File: config.mk
export PLATFORM = sky130hd
export DESIGN_NAME = uart_fifo_wm
export DESIGN_NICKNAME = d
export VERILOG_FILES = /design/src/rtl/uart_fifo_wm.sv
export SDC_FILE = /design/constraint.sdc
export NUM_CORES = 1
export LEC_CHECK = 0
export ABC_AREA = 1
export BUFFER_PORTS_ARGS = -buffer_cell sky130_fd_sc_hd__buf_2
export CORE_ASPECT_RATIO = 0.9
export CORE_UTILIZATION = 45
export CTS_CLUSTER_DIAMETER = 60
export DETAILED_ROUTE_END_ITERATION = 12
export SKIP_LAST_GASP = 1
export SYNTH_ARGS = -nofsm -noshare
export SYNTH_HDL_FRONTEND = slang
export SYNTH_SLANG_ARGS = --single-unit
File: constraint.sdc
create_clock -name Clock -period 2.81 [get_ports Clock]
set_input_delay 0.281 -clock Clock [delete_from_list [all_inputs] [get_ports Clock]]
set_output_delay 0.281 -clock Clock [all_outputs]
set_load 0.1 [all_outputs]
File: src/rtl/uart_fifo_wm.sv
// rtl/uart_fifo_wm.sv - parametrised UART FIFO with edge-qualified bus write, watermark and flush
module uart_fifo_wm #(
  parameter int WIDTH      = 9,
  parameter int DEPTH_LOG2 = 4,
  parameter int WR_ADDR    = 0,
  parameter int RD_ADDR    = 0,
  parameter int READ_EDGE  = 0
) (
  input  logic                  Clock,
  input  logic                  Reset,
  input  logic                  ChipSelect,
  input  logic [1:0]            Address,
  input  logic                  Write,
  input  logic                  Read,
  input  logic                  ClearOV,
  input  logic                  Flush,
  input  logic [WIDTH-1:0]      DataIn,
  input  logic [DEPTH_LOG2:0]   Threshold,
  output logic [WIDTH-1:0]      DataOut,
  output logic                  Full,
  output logic                  Empty,
  output logic                  OV,
  output logic                  AboveWm,
  output logic [DEPTH_LOG2:0]   Level,
  output logic [DEPTH_LOG2-1:0] ReadPtr,
  output logic [DEPTH_LOG2-1:0] WritePtr
);

  localparam int DEPTH = 2 ** DEPTH_LOG2;
  localparam logic [DEPTH_LOG2:0] DEPTH_LVL = (DEPTH_LOG2 + 1)'(DEPTH);

  logic [WIDTH-1:0] mem [DEPTH];

  logic wq, wq_d, rq, rq_d;
  logic push_req, pop_req;
  logic do_push, do_pop, overflow;

  // Bus accesses may hold Write/Read for several cycles; only the rising edge counts.
  assign wq       = Write & ChipSelect & (Address == 2'(WR_ADDR));
  assign rq       = Read & ChipSelect & (Address == 2'(RD_ADDR));
  assign push_req = wq & ~wq_d;
  assign pop_req  = (READ_EDGE != 0) ? (rq & ~rq_d) : Read;

  assign Empty   = (Level == '0);
  assign Full    = (Level == DEPTH_LVL);
  assign AboveWm = (Level >= Threshold);
  assign DataOut = mem[ReadPtr];

  // A pop frees a slot in the same cycle, so push+pop while full is legal.
  assign do_pop   = pop_req & ~Empty & ~Flush;
  assign do_push  = push_req & (~Full | do_pop) & ~Flush;
  assign overflow = push_req & Full & ~do_pop & ~Flush;

  always_ff @(posedge Clock) begin
    if (do_push) begin
      mem[WritePtr] <= DataIn;
    end
  end

  always_ff @(posedge Clock) begin
    if (Reset) begin
      ReadPtr  <= '0;
      WritePtr <= '0;
      Level    <= '0;
      OV       <= 1'b0;
      wq_d     <= 1'b0;
      rq_d     <= 1'b0;
    end else begin
      wq_d <= wq;
      rq_d <= rq;
      if (overflow) begin
        OV <= 1'b1;
      end else if (ClearOV) begin
        OV <= 1'b0;
      end
      if (Flush) begin
        ReadPtr  <= '0;
        WritePtr <= '0;
        Level    <= '0;
      end else begin
        if (do_push) begin
          WritePtr <= WritePtr + DEPTH_LOG2'(1);
        end
        if (do_pop) begin
          ReadPtr <= ReadPtr + DEPTH_LOG2'(1);
        end
        case ({do_push, do_pop})
          2'b10:   Level <= Level + (DEPTH_LOG2 + 1)'(1);
          2'b01:   Level <= Level - (DEPTH_LOG2 + 1)'(1);
          default: Level <= Level;
        endcase
      end
    end
  end

endmodule

## After elaboration in Yosys (flattened, before gate mapping)

Memories as Yosys holds them, arrays and structs flattened. A register that Yosys moved wholly into a read port is not among the register bits.
Index checks and enable logic that the tools add are counted.

| operators by class | value |
|---|---|
| bitwise gates (word level) | 16 |
| mux-type cells | 7 |
| reductions and logical operators | 5 |
| $lt $le $gt $ge | 1 |
| add/sub/neg operators | 4 |
| equality and inequality tests | 3 |

Operators with widths:

| operator | count |
|---|---|
| AND 1 bit | 10 |
| case mux 5 bit (2 select lines) | 1 |
| adder 4 x 1 -> 4 bit (second input constant) | 2 |
| two-way mux 4 bit | 2 |
| adder 5 x 1 -> 5 bit (second input constant) | 1 |
| equality test 5 bit (second input constant) | 1 |
| greater-or-equal comparator 5 bit | 1 |
| zero test 5 bit | 1 |
| inverter 1 bit | 5 |
| subtractor 5 x 1 -> 5 bit (second input constant) | 1 |
| two-way mux 1 bit | 4 |
| nonzero test 2 bit | 2 |
| equality test 2 x 1 -> 1 bit (second input constant) | 1 |
| equality test 2 bit (second input constant) | 1 |
| zero test 2 bit | 1 |
| OR reduction 2 bit | 1 |
| OR 1 bit | 1 |

| storage, ports and cells | value |
|---|---|
| register bits after elaboration | 15 |
| memories kept | 1 |
| output and inout port bits | 26 |
| word-level logic and storage cells | 42 |
| memory bits (writable) | 144 |
| input port bits | 23 |

Memories:

| memory | words | width | read ports | clocked after Yosys merged registers in | wr ports | RTL line | RTL |
|---|---|---|---|---|---|---|---|
| mem | 16 | 9 | 1 | 1 | 1 | 32 | `logic [WIDTH-1:0] mem [DEPTH];` |

## Depth between registers and ports, before layout

| logic depth | value |
|---|---|
| depth after elaboration | 9 |
| gate-level depth with buffers | 17 |
| depth with buffers taken out | 17 |

## Least setup slack after synthesis

No wires, ideal clock.

| path | value |
|---|---|
| path kind | register to register |
| from | reg Level[4] |
| to | reg OV |
| path slack | -0.929 ns |
| data required time | 2.738 ns |
| stages on the path, launching flop included | 5 |
| period minus slack after synthesis | 3.739 ns |
| data arrival time | 3.668 ns |
| library setup time | 0.072 ns |
| buffers on the path | 0 |
| cell sequence | dfxtp_1 > inv_2 > nor3_1 > nand3_1 > a21oi_1 |

| on the way | value |
|---|---|
| elaborated cells between the ends (all ways) | 11 |
| those cells by class | eq/ne: 1; mux: 1; bitwise: 7; reduce/logical: 2 |

RTL lines:

| item | RTL line | RTL |
|---|---|---|
| start: declaration | 24 | `output logic [DEPTH_LOG2:0] Level,` |
| start signal: assignment | 88 | `2'b10: Level <= Level + (DEPTH_LOG2 + 1)'(1);` |
| start signal: assignment | 89 | `2'b01: Level <= Level - (DEPTH_LOG2 + 1)'(1);` |
| start signal: assignment | 90 | `default: Level <= Level;` |
| equality test 5 bit (*) | 45 | `assign Full = (Level == DEPTH_LVL);` |
| via Full | 20 | `output logic Full,` |
| AND 1 bit (*) (3 in series) | 52 | `assign overflow = push_req & Full & ~do_pop & ~Flush;` |
| two-way mux 1 bit or nonzero test 2 bit (tied branches) | -- |  |
| end signal: assignment | 65 | `OV <= 1'b0;` |
| end signal: assignment | 72 | `OV <= 1'b1;` |
| end signal: assignment | 74 | `OV <= 1'b0;` |
| end: declaration | 22 | `output logic OV,` |

Mark *: on every way through the listed nets, which the timed path passes. The rest lies on a longest branch.
A chain may end at the register's enable or synchronous reset.

==> key figures <==
Clock network
  • Root Buffer: clkbuf_16
  • Post-CTS setup buffer count: 0
  • Post-cts gate resize count: 0
  • Clk slew on worst S/H paths: 0.06 ns
  • Htree depth: 4
  • CTS tree: yes
  • Worst skew pair latency: 0.43 ns
  • CTS Sinks: 163
  • CTS hold repair buffers: 0
  • Num CTS Buffers: 17
  • Clock tree buffer depth: 2

Floorplan
  • Core area: 15500 sq um
  • Die area: 16400 sq um
  • Die Ht: 122 microns
  • # IOs: 49
  • Initial Utilization: 46.2%
  • FP Rows: 43
  • Die W: 135 microns

Routing
  • Via count: 4560
  • Avg WL per Cell: 16.0 microns
  • Final ANT Viol Nets: 0
  • # DRC: 0
  • Drt pass-1 iters: 4
  • DRT iter0 DRCs: 372
  • Vias per Instance: 5.03
  • DRT Wirelength: 14500 microns

STA
  • Crit share post-route: 84.8%
  • Hold Worst Slack: 0.0428 ns
  • Fin crit period: 2.38 ns
  • Max-slew headroom: 55.0%
  • Final Setup Violations: 0
  • Slew @ Worst Pin: 0.670 ns
  • Worst Slack Setup Final: 0.426 ns
  • RSZ-0062 raised after global routing: false
  • Clk_skew: 0.0126 ns
  • Fmax: 419 MHz
  • Hold Vio Cnt, Final: 0
  • Final slew viol count: 0

Placed design
  • Final GP Congestion: 0.802
  • Port Buffers: 48
  • Placed cell area: 7800 sq um
  • Hpwl dp: 9420 microns
  • Setup WS pre-CTS: 0.550 ns

Critical path
  • Startpoint Class: flop
  • Data required, critical path: 2.53 ns
  • Worst-path maximum fanout: 10
  • Worst Setup End Kind: output port
  • Critical Path AT: 2.10 ns
  • Crit Path Class: flop to output port
  • Reg-to-Reg Start: Level[2]

Synth
  • Post-Syn Instances: 633
  • Top cells by area, synth: edfxtp_1, inv_1, dfxtp_1
  • Synth top area share: 60.4%
  • Top FF cell, synth: edfxtp_1
  • Syn_area_per_cell: 11.3 sq um
  • Synth cell count leaders: edfxtp_1, inv_1, nand2_1
  • Most common cell in the synthesized netlist: edfxtp_1
  • Yosys Warn Count: 0
  • Mapped Area: 7160 sq um
  • Number of synthesized flops with an enable pin: 144
  • Synth unique cells: 32
  • Synthesized net count: 670
  • Synth area leader: edfxtp_1
  • Synth Register Bits: 163
  • Asr flop ratio synth: 0%
  • Post-synthesis sequential area ratio: 65.7%

Power
  • Switching pwr: 971 uW
  • Switching share of power: 19.7%
  • Register share of total power: 53.4%
  • Internal power: 3.97 mW
  • Design Power: 4.94 mW
  • Clock power frac: 43.8%
  • Static Leakage: 3.22 nW
  • Worst IR Drop VDD: 427 uV
  • Comb power frac: 2.8%
  • Pwr dens: 591 nW/um^2

Finish
  • Fin util: 54.0%
  • P&R area growth vs syn: 16.9%
  • Antenna cells: 0
  • Final net count: 729
  • Proportion of layout cells with a drive suffix above 1: 16.9%
  • Final Cell Area: 8360 sq um

Global route
  • Total grt overflow: 0
  • Number of global-route vias before repair: 4370
  • Pin count of the biggest net entering global routing: 62
  • Initial antenna violation count: 0
  • GRT Overall Usage: 19.0%
  • First-pass GRT wire length: 23000 microns

Hold path
  • Hold crit path type: primary input to flop
  • Hold Path Origin: Reset

Run status
  • Status: complete, no violations

Run
  • Max-cap violations: 0
layer usage:
layer  part of all wire (%)  up-vias  track usage [%]
met3                    4.1       10             5.16
li1                       -     2295                -
met4                   0.95        0             6.95
met2                     47       85             29.7
met5                      0        -                0
met1                     48     2170             25.4
cell type report:
cell class,count,area (sq um)
clock inverters,4,20.0
fillers,1338,7130
repair buffers,69,571
inverters,110,418
flip-flops and latches,163,4710
clock buffers,28,539
multi-input cells,331,1850
well taps,202,253
cells in the final DEF, fill, tap and decap left out:
master     netlist  routed
a21boi_0         1       1
a21oi_1         48      48
a21oi_2          1       1
buf_12           0      12
buf_2           14      39
buf_4            1      18
clkbuf_1         5       6
clkbuf_16        0      19
clkbuf_8         0       3
clkinv_1         2       2
clkinv_2         0       4
dfxtp_1         19      17
dfxtp_2          0       1
dfxtp_4          0       1
edfxtp_1       144     144
ha_1            14      14
inv_1          103     103
inv_2            4       4
inv_6            1       1
nand2_1         75      75
nand2_2          2       2
nand2_4          7       7
nand3_1         64      64
nand3_4          1       1
nand4_1          1       1
nor2_1          24      24
nor2_2           1       1
nor2_4           1       1
nor3_1           2       1
nor3_2           0       1
o211ai_1        35      35
o211ai_2         2       2
o21ai_0         43      43
o21bai_1         2       1
o21bai_2         0       1
or2_1            1       1
xnor2_1          1       1
xor2_1           5       5
metrics by stage:
stage / TNS, ns / instances
2_1_floorplan: -0.0310 / 633
3_3_place_gp: 0 / 875
3_5_place_dp: 0 / 875
4_1_cts: 0 / 907
5_1_grt: 0 / 907
6_report: 0 / 907
sequential cells by signal, indices dropped and copies added (netlist names), named ones only:
signal    count
Level         5
OV            1
ReadPtr       4
WritePtr      4
mem         144
wq_d          1
cell families (layout without fill, tap and decap cells):
kind of cell / after synthesis / in the layout / share of synthesized area, %
flops: 163 / 163 / 65.7
compound gates: 132 / 132 / 10.8
xor+xnor: 6 / 6 / 0.734
simple gates: 179 / 179 / 11.8
fa+ha+maj: 14 / 14 / 2.45
buf+inv: 139 / 211 / 8.50
power by group through the flow:
| stage | registers, mW | clock network (mW) | logic, mW |
|---|---|---|---|
| after floorplan | 2.70 | 0 | 0.0644 |
| after global placement | 2.69 | 0 | 0.136 |
| after detailed placement | 2.69 | 0 | 0.140 |
| after CTS | 2.64 | 2.20 | 0.140 |
| after global routing | 2.64 | 2.30 | 0.152 |
| final | 2.64 | 2.17 | 0.138 |
final timing paths:
path,end,slack (ns),depth (start not counted)
max,DataOut[6],0.43,4
max reg2reg,Level[4],0.51,16
min reg2reg,OV,0.46,2
min,OV,0.04,2
worst max-delay path: stages, from the launching register on:
cell and delay (ns):
dfxtp_1 0.63, clkinv_1 0.45, nand3_1 0.23, nand2_1 0.16, buf_12 0.21
Note: power is estimated with default switching activity, not from simulation.
